`src/rtl/led_pixel_serializer.sv`:
```
`default_nettype none
// ============================================================================
// Module   : led_pixel_serializer
// Brief    : Buffers 16-bit grayscale pixel words in a small FIFO and emits
//            each one LSB first on DAI, qualified by DEN, for the LED driver.
//            Counts words per frame and flags frames of the wrong length.
// Revision : 1.0 - initial release
// ============================================================================
module led_pixel_serializer #(
  parameter int WORDS_PER_FRAME = 256,
  parameter int GAP             = 1,
  parameter int FIFO_DEPTH      = 4
) (
  input  logic                               clk,
  input  logic                               rst,
  input  logic                               in_valid,
  output logic                               in_ready,
  input  logic [15:0]                        in_data,
  input  logic                               in_last,
  output logic                               DAI,
  output logic                               DEN,
  output logic                               busy,
  output logic                               frame_done,
  output logic                               frame_err,
  output logic [$clog2(WORDS_PER_FRAME):0]   word_cnt
);

  localparam int PTR_W = (FIFO_DEPTH > 1) ? $clog2(FIFO_DEPTH) : 1;
  localparam int CNT_W = $clog2(FIFO_DEPTH + 1);
  localparam int WC_W  = $clog2(WORDS_PER_FRAME) + 1;
  localparam int GAP_W = (GAP > 1) ? $clog2(GAP) : 1;

  localparam logic [GAP_W-1:0] GAP_LAST  = GAP_W'((GAP > 0) ? GAP - 1 : 0);
  localparam logic [WC_W-1:0]  WC_FRAME  = WC_W'(WORDS_PER_FRAME);
  localparam logic [CNT_W-1:0] FIFO_FULL = CNT_W'(FIFO_DEPTH);
  localparam logic [PTR_W-1:0] PTR_LAST  = PTR_W'(FIFO_DEPTH - 1);
  localparam logic             NO_GAP    = (GAP == 0);

  localparam logic [1:0] ST_IDLE  = 2'd0;
  localparam logic [1:0] ST_SHIFT = 2'd1;
  localparam logic [1:0] ST_GAP   = 2'd2;

  // FIFO storage: {last flag, pixel word}
  logic [16:0]      mem_q [FIFO_DEPTH];
  logic [16:0]      mem_d [FIFO_DEPTH];
  logic [PTR_W-1:0] wr_ptr_q, wr_ptr_d, rd_ptr_q, rd_ptr_d;
  logic [CNT_W-1:0] fifo_cnt_q, fifo_cnt_d;

  logic [1:0]       state_q, state_d;
  logic [15:0]      shreg_q, shreg_d;
  logic             last_q, last_d;
  logic [3:0]       bit_cnt_q, bit_cnt_d;
  logic [GAP_W-1:0] gap_cnt_q, gap_cnt_d;
  logic             den_q, den_d, dai_q, dai_d;

  // Word-end pipeline stage so frame flags line up with the cycle after the last DEN bit
  logic             end_q, end_d, end_last_q, end_last_d;
  logic             frame_done_q, frame_done_d, frame_err_q, frame_err_d;
  logic [WC_W-1:0]  word_cnt_q, word_cnt_d;
  logic [WC_W-1:0]  wc_inc;

  logic             push, pop, word_end, fifo_nonempty, bit_last, gap_last;
  logic [16:0]      rd_word;

  function automatic logic [PTR_W-1:0] ptr_inc(input logic [PTR_W-1:0] p);
    return (p == PTR_LAST) ? '0 : p + 1'b1;
  endfunction

  assign in_ready      = (fifo_cnt_q != FIFO_FULL);
  assign push          = in_valid && in_ready;
  assign fifo_nonempty = (fifo_cnt_q != '0);
  assign rd_word       = mem_q[rd_ptr_q];
  assign bit_last      = (bit_cnt_q == 4'd15);
  assign gap_last      = (gap_cnt_q == GAP_LAST);

  // FSM state register
  always_ff @(posedge clk or posedge rst) begin
    if (rst) state_q <= ST_IDLE;
    else     state_q <= state_d;
  end

  // FSM next-state: pop whenever a word slot opens and data is waiting
  always_comb begin
    state_d = state_q;
    unique case (state_q)
      ST_IDLE:  if (fifo_nonempty) state_d = ST_SHIFT;
      ST_SHIFT: if (bit_last) begin
                  if (NO_GAP) state_d = fifo_nonempty ? ST_SHIFT : ST_IDLE;
                  else        state_d = ST_GAP;
                end
      ST_GAP:   if (gap_last) state_d = fifo_nonempty ? ST_SHIFT : ST_IDLE;
      default:  state_d = ST_IDLE;
    endcase
  end

  // FSM outputs: pop strobe, word-complete strobe and next DEN/DAI values
  always_comb begin
    pop      = 1'b0;
    word_end = 1'b0;
    den_d    = 1'b0;
    dai_d    = 1'b0;
    unique case (state_q)
      ST_IDLE:  pop = fifo_nonempty;
      ST_SHIFT: begin
                  den_d    = 1'b1;
                  dai_d    = shreg_q[0];
                  word_end = bit_last;
                  pop      = bit_last && NO_GAP && fifo_nonempty;
                end
      ST_GAP:   pop = gap_last && fifo_nonempty;
      default:  ;
    endcase
  end

  // FIFO pointers, occupancy and write port
  always_comb begin
    mem_d    = mem_q;
    wr_ptr_d = wr_ptr_q;
    rd_ptr_d = rd_ptr_q;
    if (push) begin
      mem_d[wr_ptr_q] = {in_last, in_data};
      wr_ptr_d        = ptr_inc(wr_ptr_q);
    end
    if (pop) rd_ptr_d = ptr_inc(rd_ptr_q);
    unique case ({push, pop})
      2'b10:   fifo_cnt_d = fifo_cnt_q + 1'b1;
      2'b01:   fifo_cnt_d = fifo_cnt_q - 1'b1;
      default: fifo_cnt_d = fifo_cnt_q;
    endcase
  end

  // Shift register, bit counter and inter-word gap counter
  always_comb begin
    shreg_d   = shreg_q;
    last_d    = last_q;
    bit_cnt_d = bit_cnt_q;
    gap_cnt_d = '0;
    if (pop) begin
      shreg_d   = rd_word[15:0];
      last_d    = rd_word[16];
      bit_cnt_d = 4'd0;
    end else if (state_q == ST_SHIFT) begin
      shreg_d   = {1'b0, shreg_q[15:1]};
      bit_cnt_d = bit_cnt_q + 4'd1;
    end
    if (state_q == ST_GAP) gap_cnt_d = gap_cnt_q + 1'b1;
  end

  // Frame accounting, applied one cycle after the word's last bit leaves DAI
  always_comb begin
    end_d        = word_end;
    end_last_d   = word_end ? last_q : end_last_q;
    wc_inc       = word_cnt_q + 1'b1;
    frame_done_d = 1'b0;
    frame_err_d  = 1'b0;
    word_cnt_d   = word_cnt_q;
    if (end_q) begin
      if (wc_inc == WC_FRAME) begin
        frame_done_d = 1'b1;
        word_cnt_d   = '0;
      end else if (end_last_q) begin
        frame_done_d = 1'b1;
        frame_err_d  = 1'b1;
        word_cnt_d   = '0;
      end else begin
        word_cnt_d   = wc_inc;
      end
    end
  end

  // Datapath registers; async reset drops any partial word and flushes the FIFO
  always_ff @(posedge clk or posedge rst) begin
    if (rst) begin
      for (int i = 0; i < FIFO_DEPTH; i++) mem_q[i] <= '0;
      wr_ptr_q     <= '0;
      rd_ptr_q     <= '0;
      fifo_cnt_q   <= '0;
      shreg_q      <= '0;
      last_q       <= 1'b0;
      bit_cnt_q    <= '0;
      gap_cnt_q    <= '0;
      den_q        <= 1'b0;
      dai_q        <= 1'b0;
      end_q        <= 1'b0;
      end_last_q   <= 1'b0;
      frame_done_q <= 1'b0;
      frame_err_q  <= 1'b0;
      word_cnt_q   <= '0;
    end else begin
      mem_q        <= mem_d;
      wr_ptr_q     <= wr_ptr_d;
      rd_ptr_q     <= rd_ptr_d;
      fifo_cnt_q   <= fifo_cnt_d;
      shreg_q      <= shreg_d;
      last_q       <= last_d;
      bit_cnt_q    <= bit_cnt_d;
      gap_cnt_q    <= gap_cnt_d;
      den_q        <= den_d;
      dai_q        <= dai_d;
      end_q        <= end_d;
      end_last_q   <= end_last_d;
      frame_done_q <= frame_done_d;
      frame_err_q  <= frame_err_d;
      word_cnt_q   <= word_cnt_d;
    end
  end

  assign DEN        = den_q;
  assign DAI        = dai_q;
  assign busy       = fifo_nonempty || (state_q == ST_SHIFT) || den_q;
  assign frame_done = frame_done_q;
  assign frame_err  = frame_err_q;
  assign word_cnt   = word_cnt_q;

endmodule
`default_nettype wire

```
`config.mk`:
```
export PLATFORM = sky130hd
export DESIGN_NAME = led_pixel_serializer
export DESIGN_NICKNAME = d
export VERILOG_FILES = /design/src/rtl/led_pixel_serializer.sv
export SDC_FILE = /design/constraint.sdc
export NUM_CORES = 1
export LEC_CHECK = 0
export ABC_AREA = 1
export CELL_PAD_IN_SITES_DETAIL_PLACEMENT = 0
export CELL_PAD_IN_SITES_GLOBAL_PLACEMENT = 1
export CORE_MARGIN = 1
export CORE_UTILIZATION = 41
export DETAILED_ROUTE_END_ITERATION = 6
export HOLD_SLACK_MARGIN = 0.08
export PLACE_DENSITY = 0.75
export SLEW_MARGIN = 20
export SYNTH_ARGS = -nofsm -noshare
export SYNTH_HDL_FRONTEND = slang
export SYNTH_SLANG_ARGS = --single-unit
```
`constraint.sdc`:
```
create_clock -name clk -period 3.6 [get_ports clk]
set_input_delay 0.72 -clock clk [delete_from_list [all_inputs] [get_ports clk]]
set_output_delay 0.72 -clock clk [all_outputs]
set_load 0.005 [all_outputs]
```
==> metrics.txt <==
outcome=finished with violations; failing checks=DRC; initial antenna violation count=0; number of max-cap violations=0; Syn Inst Count=605; share of cells above drive strength 1=10.8%; Synth area leader=dfrtp_1; YS warnings=0; register area share after synthesis=53.9%; max_slew headroom=28.2%; setup bufs post-CTS=0; crit path max fanout=18; post-DR wirelength/cell=13.7 µm; synthesis-to-layout area growth=19.1%; Post-Route WL=11,300 µm; skew final=5.21 ps; dpl hpwl=7050 µm; first-pass GRT wire length=18,900 µm; Die ar.=13,400 µm²; Tot GR Track Use=18.9%; share of the synthesized area in the top cell type=53.9%; initial DRC count=180; register clock-pin slew on the reported worst setup and hold paths=50 ps; min Tclk post-route=2560 ps; CP endpoint kind=output pin; FP Rows=41; endpoints failing setup=0; ranking of synthesized cells by area=dfrtp_1, nand2_1, o21ai_1; commonest non-fill, non-tap cell in the layout=nand2_1; Post-layout nets=665; Distinct cells, synth=34; Die Ht=116 µm; Vias/cell=4.94; pin count of the biggest net entering global routing=63; GRT Residual Overflow=0; period utilisation layout=71.2%; CP startpoint kind=flip-flop; Synth Net Count=635; TritonCTS Buffers=17; setup TNS=0 ps; DRC=2; core area=12,600 µm²; Max Slew Vio Count=0; Worst-Skew Late Latency=410 ps; post-route cell area=6300 µm²; post-CTS resize count=0; vias in the first global route=3,864; Fin. Hold Viols=0; I/O Pins=35; WP data arrival=1840 ps; Highest Clock Rate=390 MHz; Initial Utilization=41.9%; RePlAce Congestion=0.760; DR vias=4,054; hold crit path type=flip-flop to flip-flop; clock sink count=114; worst slew pin tran=1080 ps; clk root buf=clkbuf_16; RSZ-0062 raised after global routing=false; WP data required=2880 ps; Bufs on Longest Clock Path=2; PwrDens=858 nW/µm²; Mapped Area=5290 µm²; TritonCTS clock tree=yes; DRT antenna net count=0; DRT Pass-1 Iters=7; floorplan die width=116 µm; hold_buf cts=0; commonest non-fill, non-tap cells in the layout=nand2_1, dfrtp_1, o21ai_1; Syn Area/Cell=8.75 µm²; Leak Pwr=2.95 nW; Worst Setup Path Type=flip-flop to output pin; Synth Register Bits=114; H-Tree Level Count=4; DP Area=5740 µm²; Max VDD drop=0.327 mV; IO Port Bufs=34; n_diodes=0
## worst max-delay path, cell delays in order (launching register included)
cell	delay [ps]
dfrtp_1	410
nor2_4	390
nor2_1	70
nand2_1	70
clkdlybuf4s50_1	490
## kinds of logic after synthesis
logic type | after synthesis | share of synthesized area, %
xor+xnor | 4 | 0.662
compound gates | 140 | 14.1
flops | 114 | 53.9
fa+ha+maj | 10 | 2.51
simple gates | 248 | 21.4
buf+inv | 89 | 7.38
## where the power goes
part           total (mW)  internal [mW]  switching (mW)
Clock                1.54           1.00           0.539
Sequential           2.13           1.82           0.312
Combinational        1.74          0.652            1.09
Total                5.41           3.47            1.94
## routing by layer
layer | wire, µm | part of all wire (%) | track usage, %
met2 | 5450 | 48 | 31.0
met3 | 326 | 2.9 | 3.61
met4 | 174 | 1.5 | 8.72
met5 | 0 | 0 | 0
met1 | 5320 | 47 | 24.2
## Yosys cell counts
| library cell | number |
|---|---|
| inv_1 | 53 |
| nor3_2 | 1 |
| o21ai_0 | 40 |
| inv_2 | 6 |
| o21ai_1 | 69 |
| nor2_1 | 26 |
| xnor2_1 | 3 |
| xor2_1 | 1 |
| nor2_4 | 5 |
| a31oi_1 | 1 |
| clkinv_1 | 1 |
| o31ai_1 | 1 |
| a21oi_2 | 1 |
| o211ai_2 | 2 |
| dfrtp_1 | 114 |
| ha_1 | 9 |
| a21oi_1 | 14 |
| nand2_4 | 5 |
| nor2_2 | 3 |
| clkbuf_1 | 3 |
| nand3_1 | 45 |
| fa_1 | 1 |
| a22oi_1 | 4 |
| inv_6 | 1 |
| nand2_2 | 7 |
| nand3_4 | 1 |
| nand4_1 | 1 |
| inv_4 | 1 |
| buf_6 | 3 |
| nand2_1 | 150 |
| nand3_2 | 4 |
| o211ai_1 | 3 |
| buf_2 | 21 |
| o22ai_1 | 5 |
## worst paths after layout
check	startpoint	end	slack [ps]	cells past startpoint
setup / recovery	state_q[1]	busy	1040	4
hold / removal	gap_cnt_q	gap_cnt_q	430	1
hold reg to reg	gap_cnt_q	gap_cnt_q	430	1
setup reg to reg	state_q[1]	fifo_cnt_q[2]	1420	10
min in group asynchronous	rst	fifo_cnt_q[1]	760	2
max in group asynchronous	rst	mem_q[28]	2080	3
## area by class of cell
| class | instances | area (µm²) |
|---|---|---|
| fill | 1261 | 6320 |
| tap | 172 | 215 |
| inverter | 62 | 244 |
| timing repair buffer | 38 | 383 |
| clock inverter | 4 | 20.0 |
| multi-input combinational | 402 | 2050 |
| sequential | 114 | 2850 |
| clock buffer | 28 | 537 |
## flip-flops by register name, summed over array words and instances, names as in the netlist
| signal | flops |
|---|---|
| last_q | 1 |
| state_q | 2 |
| word_cnt | 9 |
| DEN | 1 |
| fifo_cnt_q | 3 |
| frame_err | 1 |
| end_last_q | 1 |
| shreg_q | 16 |
| DAI | 1 |
| frame_done | 1 |
| gap_cnt_q | 1 |
| mem_q | 68 |
| rd_ptr_q | 2 |
| bit_cnt_q | 4 |
| end_q | 1 |
| wr_ptr_q | 2 |
## metrics by stage
step	power [mW]	std cells	worst slack [ps]	hold slack (ps)	util, %
2_1_floorplan	3.46	605	1490	400	-
3_3_place_gp	3.84	788	1240	413	45.5
3_5_place_dp	3.91	788	1230	428	45.5
4_1_cts	5.47	820	1010	435	49.9
5_1_grt	5.83	820	910	446	49.9
6_report	5.41	820	1040	430	49.9
No activity file was read; power rests on OpenSTA's default activity.
